$ cat config.mk
export PLATFORM = sky130hd
export DESIGN_NAME = servo_pwm_driver_flat
export DESIGN_NICKNAME = d
export VERILOG_FILES = /design/src/rtl/servo_pwm_driver_pkg.sv /design/src/rtl/servo_pwm_driver_if.sv /design/src/rtl/servo_pwm_driver_slew.sv /design/src/rtl/servo_pwm_driver.sv /design/src/flat_wrapper.sv
export SDC_FILE = /design/constraint.sdc
export NUM_CORES = 1
export LEC_CHECK = 0
export CAP_MARGIN = 40
export CORE_MARGIN = 2
export CORE_UTILIZATION = 30
export DETAILED_ROUTE_END_ITERATION = 7
export DONT_BUFFER_PORTS = 1
export GPL_TIMING_DRIVEN = 0
export MAX_ROUTING_LAYER = met4
export PLACE_DENSITY = 0.41
export SLEW_MARGIN = 20
export SYNTH_ARGS = -nofsm -noshare
export SYNTH_HDL_FRONTEND = slang
export SYNTH_SLANG_ARGS = --single-unit
$ cat constraint.sdc
create_clock -name clkout -period 9.3 [get_ports clkout]
set_clock_uncertainty 0.15 [all_clocks]
set_input_delay 0.93 -clock clkout [delete_from_list [all_inputs] [get_ports clkout]]
set_output_delay 0.93 -clock clkout [all_outputs]
set_load 0.02 [all_outputs]
$ cat src/rtl/servo_pwm_driver_pkg.sv
// Shared constants and state encoding for the servo pulse driver.
package servo_pkg;

  // Width of the arm position word delivered by the position counter
  localparam int POS_W = 11;

  // Default timing, in clkout cycles (1 MHz clkout gives a 20 ms frame)
  localparam int DEF_PERIOD    = 20000;
  localparam int DEF_MIN_PULSE = 1000;
  localparam int DEF_RANGE     = 1000;
  localparam int DEF_STEP      = 16;
  localparam int DEF_INIT      = 500;

  typedef enum logic [1:0] {
    ST_OFF  = 2'd0,
    ST_HIGH = 2'd1,
    ST_LOW  = 2'd2
  } state_e;

endpackage

$ cat src/rtl/servo_pwm_driver_if.sv
// Position-in / pulse-out bundle between the position counter and the servo driver.
interface servo_pwm_driver_if;
  import servo_pkg::*;

  logic             en;
  logic [POS_W-1:0] pos;
  logic             servo_pwm;
  logic             frame_tick;
  logic [POS_W-1:0] cur_off;
  logic             at_target;

  // Position source side
  modport master (
    output en, pos,
    input  servo_pwm, frame_tick, cur_off, at_target
  );

  // Driver side
  modport slave (
    input  en, pos,
    output servo_pwm, frame_tick, cur_off, at_target
  );
endinterface

$ cat src/rtl/servo_pwm_driver_slew.sv
// Clamps the requested position to RANGE and moves the current offset
// at most STEP toward it. Purely combinational; the caller registers it.
module servo_slew
  import servo_pkg::*;
#(
  parameter int RANGE = DEF_RANGE,
  parameter int STEP  = DEF_STEP
) (
  input  logic [POS_W-1:0] pos_i,
  input  logic [POS_W-1:0] cur_off_i,
  output logic [POS_W-1:0] target_o,
  output logic [POS_W-1:0] next_off_o
);
  // One extra bit so cur+STEP never wraps before the compare
  localparam int W = POS_W + 1;

  logic [W-1:0] tgt_w, cur_w, diff_w, next_w;

  // Clamp, then step toward the clamped target
  always_comb begin
    target_o = (pos_i > POS_W'(RANGE)) ? POS_W'(RANGE) : pos_i;
    tgt_w    = {1'b0, target_o};
    cur_w    = {1'b0, cur_off_i};
    diff_w   = '0;
    next_w   = cur_w;
    if (tgt_w >= cur_w) begin
      diff_w = tgt_w - cur_w;
      next_w = (diff_w <= W'(STEP)) ? tgt_w : cur_w + W'(STEP);
    end else begin
      diff_w = cur_w - tgt_w;
      next_w = (diff_w <= W'(STEP)) ? tgt_w : cur_w - W'(STEP);
    end
    next_off_o = POS_W'(next_w);
  end
endmodule

$ cat src/rtl/servo_pwm_driver.sv
// Servo pulse-train generator: one pulse of MIN_PULSE+cur_off cycles per
// PERIOD-cycle frame, with the offset slew-limited once per frame.
module servo_pwm_driver
  import servo_pkg::*;
#(
  parameter int PERIOD    = DEF_PERIOD,
  parameter int MIN_PULSE = DEF_MIN_PULSE,
  parameter int RANGE     = DEF_RANGE,
  parameter int STEP      = DEF_STEP,
  parameter int INIT      = DEF_INIT
) (
  input  logic               clkout,
  input  logic               rst,
  servo_pwm_driver_if.slave  bus
);
  localparam int FCNT_W = $clog2(PERIOD);
  localparam logic [FCNT_W-1:0] FCNT_LAST = FCNT_W'(PERIOD - 1);

  state_e            state_q;
  logic [FCNT_W-1:0] fcnt_q;
  logic [POS_W-1:0]  cur_off_q, target_q;
  logic              servo_pwm_q, frame_tick_q, at_target_q;

  logic [POS_W-1:0]  target_d, cur_off_d;
  logic [FCNT_W-1:0] hi_last;
  logic              frame_start;

  servo_slew #(.RANGE(RANGE), .STEP(STEP)) u_slew (
    .pos_i      (bus.pos),
    .cur_off_i  (cur_off_q),
    .target_o   (target_d),
    .next_off_o (cur_off_d)
  );

  // Last high cycle of the pulse; cur_off <= RANGE keeps this inside the frame
  assign hi_last = FCNT_W'(MIN_PULSE) + FCNT_W'(cur_off_q) - FCNT_W'(1);

  // A new frame begins from idle, or back-to-back at the end of a frame
  assign frame_start = bus.en &&
                       ((state_q == ST_OFF) || (state_q == ST_LOW && fcnt_q == FCNT_LAST));

  // Frame counter, pulse FSM and per-frame sampling of position/slew
  always_ff @(posedge clkout) begin
    if (rst) begin
      state_q      <= ST_OFF;
      fcnt_q       <= '0;
      cur_off_q    <= POS_W'(INIT);
      target_q     <= POS_W'(INIT);
      servo_pwm_q  <= 1'b0;
      frame_tick_q <= 1'b0;
      at_target_q  <= 1'b1;
    end else begin
      frame_tick_q <= 1'b0;
      if (frame_start) begin
        state_q      <= ST_HIGH;
        fcnt_q       <= '0;
        target_q     <= target_d;
        cur_off_q    <= cur_off_d;
        at_target_q  <= (cur_off_d == target_d);
        servo_pwm_q  <= 1'b1;
        frame_tick_q <= 1'b1;
      end else begin
        case (state_q)
          ST_OFF: fcnt_q <= '0;
          ST_HIGH: begin
            fcnt_q <= fcnt_q + 1'b1;
            if (fcnt_q == hi_last) begin
              state_q     <= ST_LOW;
              servo_pwm_q <= 1'b0;
            end
          end
          ST_LOW: begin
            // Frame end with en low: drop to idle instead of restarting
            if (fcnt_q == FCNT_LAST) begin
              state_q <= ST_OFF;
              fcnt_q  <= '0;
            end else begin
              fcnt_q <= fcnt_q + 1'b1;
            end
          end
          default: begin
            state_q     <= ST_OFF;
            fcnt_q      <= '0;
            servo_pwm_q <= 1'b0;
          end
        endcase
      end
    end
  end

  assign bus.servo_pwm  = servo_pwm_q;
  assign bus.frame_tick = frame_tick_q;
  assign bus.cur_off    = cur_off_q;
  assign bus.at_target  = at_target_q;
endmodule

$ cat src/flat_wrapper.sv
// flat-port wrapper written by rule: the top's interface ports become plain ports
module servo_pwm_driver_flat import servo_pkg::*;
#(
  parameter int PERIOD    = DEF_PERIOD,
  parameter int MIN_PULSE = DEF_MIN_PULSE,
  parameter int RANGE     = DEF_RANGE,
  parameter int STEP      = DEF_STEP,
  parameter int INIT      = DEF_INIT
)
  (clkout, rst, bus_en, bus_pos, bus_servo_pwm, bus_frame_tick, bus_cur_off, bus_at_target);
  servo_pwm_driver_if bus_i ();
  input  logic clkout;
  input  logic rst;
  input wire logic [$bits(bus_i.en)-1:0] bus_en;
  input wire logic [$bits(bus_i.pos)-1:0] bus_pos;
  output wire logic [$bits(bus_i.servo_pwm)-1:0] bus_servo_pwm;
  output wire logic [$bits(bus_i.frame_tick)-1:0] bus_frame_tick;
  output wire logic [$bits(bus_i.cur_off)-1:0] bus_cur_off;
  output wire logic [$bits(bus_i.at_target)-1:0] bus_at_target;
  assign bus_i.en = bus_en;
  assign bus_i.pos = bus_pos;
  assign bus_servo_pwm = bus_i.servo_pwm;
  assign bus_frame_tick = bus_i.frame_tick;
  assign bus_cur_off = bus_i.cur_off;
  assign bus_at_target = bus_i.at_target;
  servo_pwm_driver #(.PERIOD(PERIOD), .MIN_PULSE(MIN_PULSE), .RANGE(RANGE), .STEP(STEP), .INIT(INIT)) u_core (.clkout(clkout), .rst(rst), .bus(bus_i));
endmodule
==> flow_summary.toml <==
[status]
status = "complete, no violations"

[cts]
insertion_delay_ps = 280
cts-root-buf = "clkbuf_16"
cts_tree = "yes"
clock-sinks = 31
clockBufferDepth = 2
cts_setup_buffers = 0
cts_resized = 0
clk_pin_slew_ps = 60
cts_buffers = 5
htree_levels = 2
hold_buffers = 0

[critical_path]
timing.critical_path.buf_inv = 2
crit_slowest_cell = "or3_1"
cp_max_fo = 10
r2r_slack_ps = 4910
endpoint_kind = "register"
critical_path_depth = 17
path_class = "in -> reg"
r2r_cells = 15
critPathArrivalTime_ps = 4860
path_delay_family = "compound AO/OA/AOI/OAI gates"
start_kind = "input port"
cp_slowest_stage_delay_ps = 400
critPathRequiredTime_ps = 9320
path_cells = "or3_1 > a21oi_1 > nor2_1 > or3_1 > ha_1 > buf_2 > nand4_1 > a21o_1 > a31o_1 > a211oi_1 > o2111ai_1 > o21ai_1 > buf_2 > a21oi_1 > nor4_1 > o31a_1 > o21ai_1"

[floorplan]
rows = 40
dieArea_sq_um = 13410
core_sq_um = 12110
start_util = 0.3096
fp.dieW_um = 115.8
fp.dieH_um = 115.8
ios = 28

[global_route]
grt_pass1_wl_um = 19750
grt_pass1_vias = 3614
grt_usage = 0.1954
grt_max_degree = 12
grt_antenna_before_repair = 0
overflow = 0

[sta]
whs_ps = 362.4
final_max_slew_viol_count = 0
period_share = 0.5211
setup_viol = 0
tightest_slew_ps = 800.7
relSlewSlack = 0.4612
min_period_ps = 4846
rsz0062_at_grt = "no"
tns_ps = 0
clock.fmax_mhz = 206.4
finalHoldViolCount = 0

[synthesis]
ys.flop_type = "dfxtp_1"
yosysWarnings = 0
yosys.area_share.simple = 0.2749
synthAdderAreaFrac = 0.1101
synth_edf_count = 0
yosysUniqueCellTypes = 63
synth_nets = 570
synth-xor-area-share = 0.1004
ys_ff_latch = 31
syn-cell-area_sq_um = 3750
async_reset_ff_frac = 0
ys_seq_area_frac = 0.1655
synthCells = 523
synth_compound_area_frac = 0.2573
synth_top_family_by_area = "simple AND/OR/NAND/NOR gates"
muxShareOfSynthArea = 0.02202
syn_area_per_cell_sq_um = 7.170

[final_layout]
final_layout_size_suffix_gt1_frac = 0.07345
fin_cells = 699
area_delta_synth_final_pct = 10.11
antenna_cells = 0
fillers = 1356
nNetsFinal = 577

[power_and_ir_drop]
peakVddDrop_mv = 0.07104
p_leak_nw = 1.569
power.density_nw_per_um2 = 153.9

[route]
ant_nets = 0
firstDrtPassIters = 4
vias = 3677
routed_wl_um = 12210
drc = 0
wl_per_cell_um = 17.46
first_iter_violations = 209
viasPerCell = 5.260

[worst_hold_path]
min_path_cells = 1
hold_path_class = "reg -> reg"

[job]
cap_violations = 0

[place]
place.gp.congestion = 0.8787
port_buffers = 0
dp_hpwl_um = 9666
dpl.cell_count = 691
[final timing paths]
path                     endpoint             startpoint
max reg2reg  u_core.bus.at_target  u_core.bus.cur_off[4]
min reg2reg      u_core.fcnt_q[0]       u_core.fcnt_q[0]
min              u_core.fcnt_q[0]       u_core.fcnt_q[0]
max          u_core.bus.at_target             bus_pos[0]
[flip-flops by register name, indices dropped and copies added (netlist names)]
register,count
u_core.fcnt_q,15
u_core.bus.cur_off,11
u_core.state_q,2
u_core.bus.at_target,1
u_core.bus.frame_tick,1
u_core.bus.servo_pwm,1
[area by class of cell]
cell class | instances | area (sq um) | area share
buffer | 29 | 137.6 | 0.03333
multi-input combinational | 432 | 2875 | 0.6964
sequential | 31 | 620.6 | 0.1503
clock inverter | 3 | 43.79 | 0.01061
tap | 168 | 210.2 | 0.05091
inverter | 31 | 116.4 | 0.02818
clock buffer | 5 | 125.1 | 0.03030
[cell families after synthesis]
group                    Yosys count
AO/OA/AOI/OAI                    149
XOR/XNOR                          43
adder cells (fa/ha/maj)           33
buffers and inverters             60
flip-flops                        31
multiplexers                       8
other                              2
AND/OR/NAND/NOR                  197
[synthesized netlist by cell type (3+ instances only)]
cell	number	share of area
a211o_1	4	0.0093
nor2b_1	8	0.013
o211ai_1	4	0.0080
a21o_1	14	0.028
nor2_1	52	0.052
nand2_1	33	0.033
dfxtp_1	31	0.17
clkbuf_1	18	0.018
nand4_1	12	0.020
or2_2	8	0.013
o221ai_1	3	0.0070
a21oi_1	49	0.065
nor4_1	6	0.010
nand3_1	22	0.029
inv_1	29	0.029
xnor2_1	30	0.070
and3_1	5	0.0083
o21ai_0	26	0.035
and4_1	3	0.0070
a211oi_1	10	0.020
buf_2	8	0.011
o31ai_1	5	0.010
nor3_1	9	0.012
mux2i_1	6	0.016
and2_1	9	0.015
nand2b_1	7	0.012
a31oi_1	4	0.0067
ha_1	33	0.11
or3_1	7	0.012
nand3b_1	4	0.0080
xor2_1	13	0.030
o21ai_1	8	0.011
[layout by cell type, fill, tap and decap left out, types with 14 or more instances in the layout]
master,instances
dfxtp_1,31
nand2_1,33
xnor2_1,30
a21oi_1,49
ha_1,33
inv_1,29
o21ai_0,26
clkbuf_1,18
nor2_1,52
nand3_1,22
a21o_1,14
[power by group]
group	total, mW	leakage (nW)	switching, mW	internal [mW]
Sequential	0.162	0.253	0.0211	0.141
Clock	0.194	0.0838	0.0678	0.126
Combinational	0.280	1.23	0.171	0.108
Total	0.636	1.57	0.260	0.375
[per-layer routing]
metal / track usage / wire length, um / vias to the layer above / part of all wire
met5: - / 0 / - / 0
met4: 0.04365 / 157 / 0 / 0.013
met3: 0.03243 / 650 / 17 / 0.053
met2: 0.3146 / 5718 / 75 / 0.47
met1: 0.2580 / 5680 / 1704 / 0.47
li1: - / - / 1881 / -
[metrics by stage]
stage,instance area [sq um],setup slack (ps),total power [mW],util
floorplan,3750,4931,0.3728,-
global placement,3960,4113,0.4420,0.3270
detailed placement,3960,4155,0.4396,0.3270
CTS,4129,4458,0.6370,0.3409
global route,4129,4206,0.6785,0.3409
finish,4129,4454,0.6356,0.3409
[worst reg2reg max path: stages (launching register included)]
cell and delay (ps):
dfxtp_1 630, clkbuf_1 360, inv_1 230, ha_1 360
buf_2 190, a21oi_1 220, o221ai_1 130, a211o_1 260
a211oi_1 190, o2111ai_1 230, o21ai_1 300, buf_2 300
a21oi_1 90, nor4_1 390, o31a_1 190, o21ai_1 60
Power figures use the tool's default switching activity.
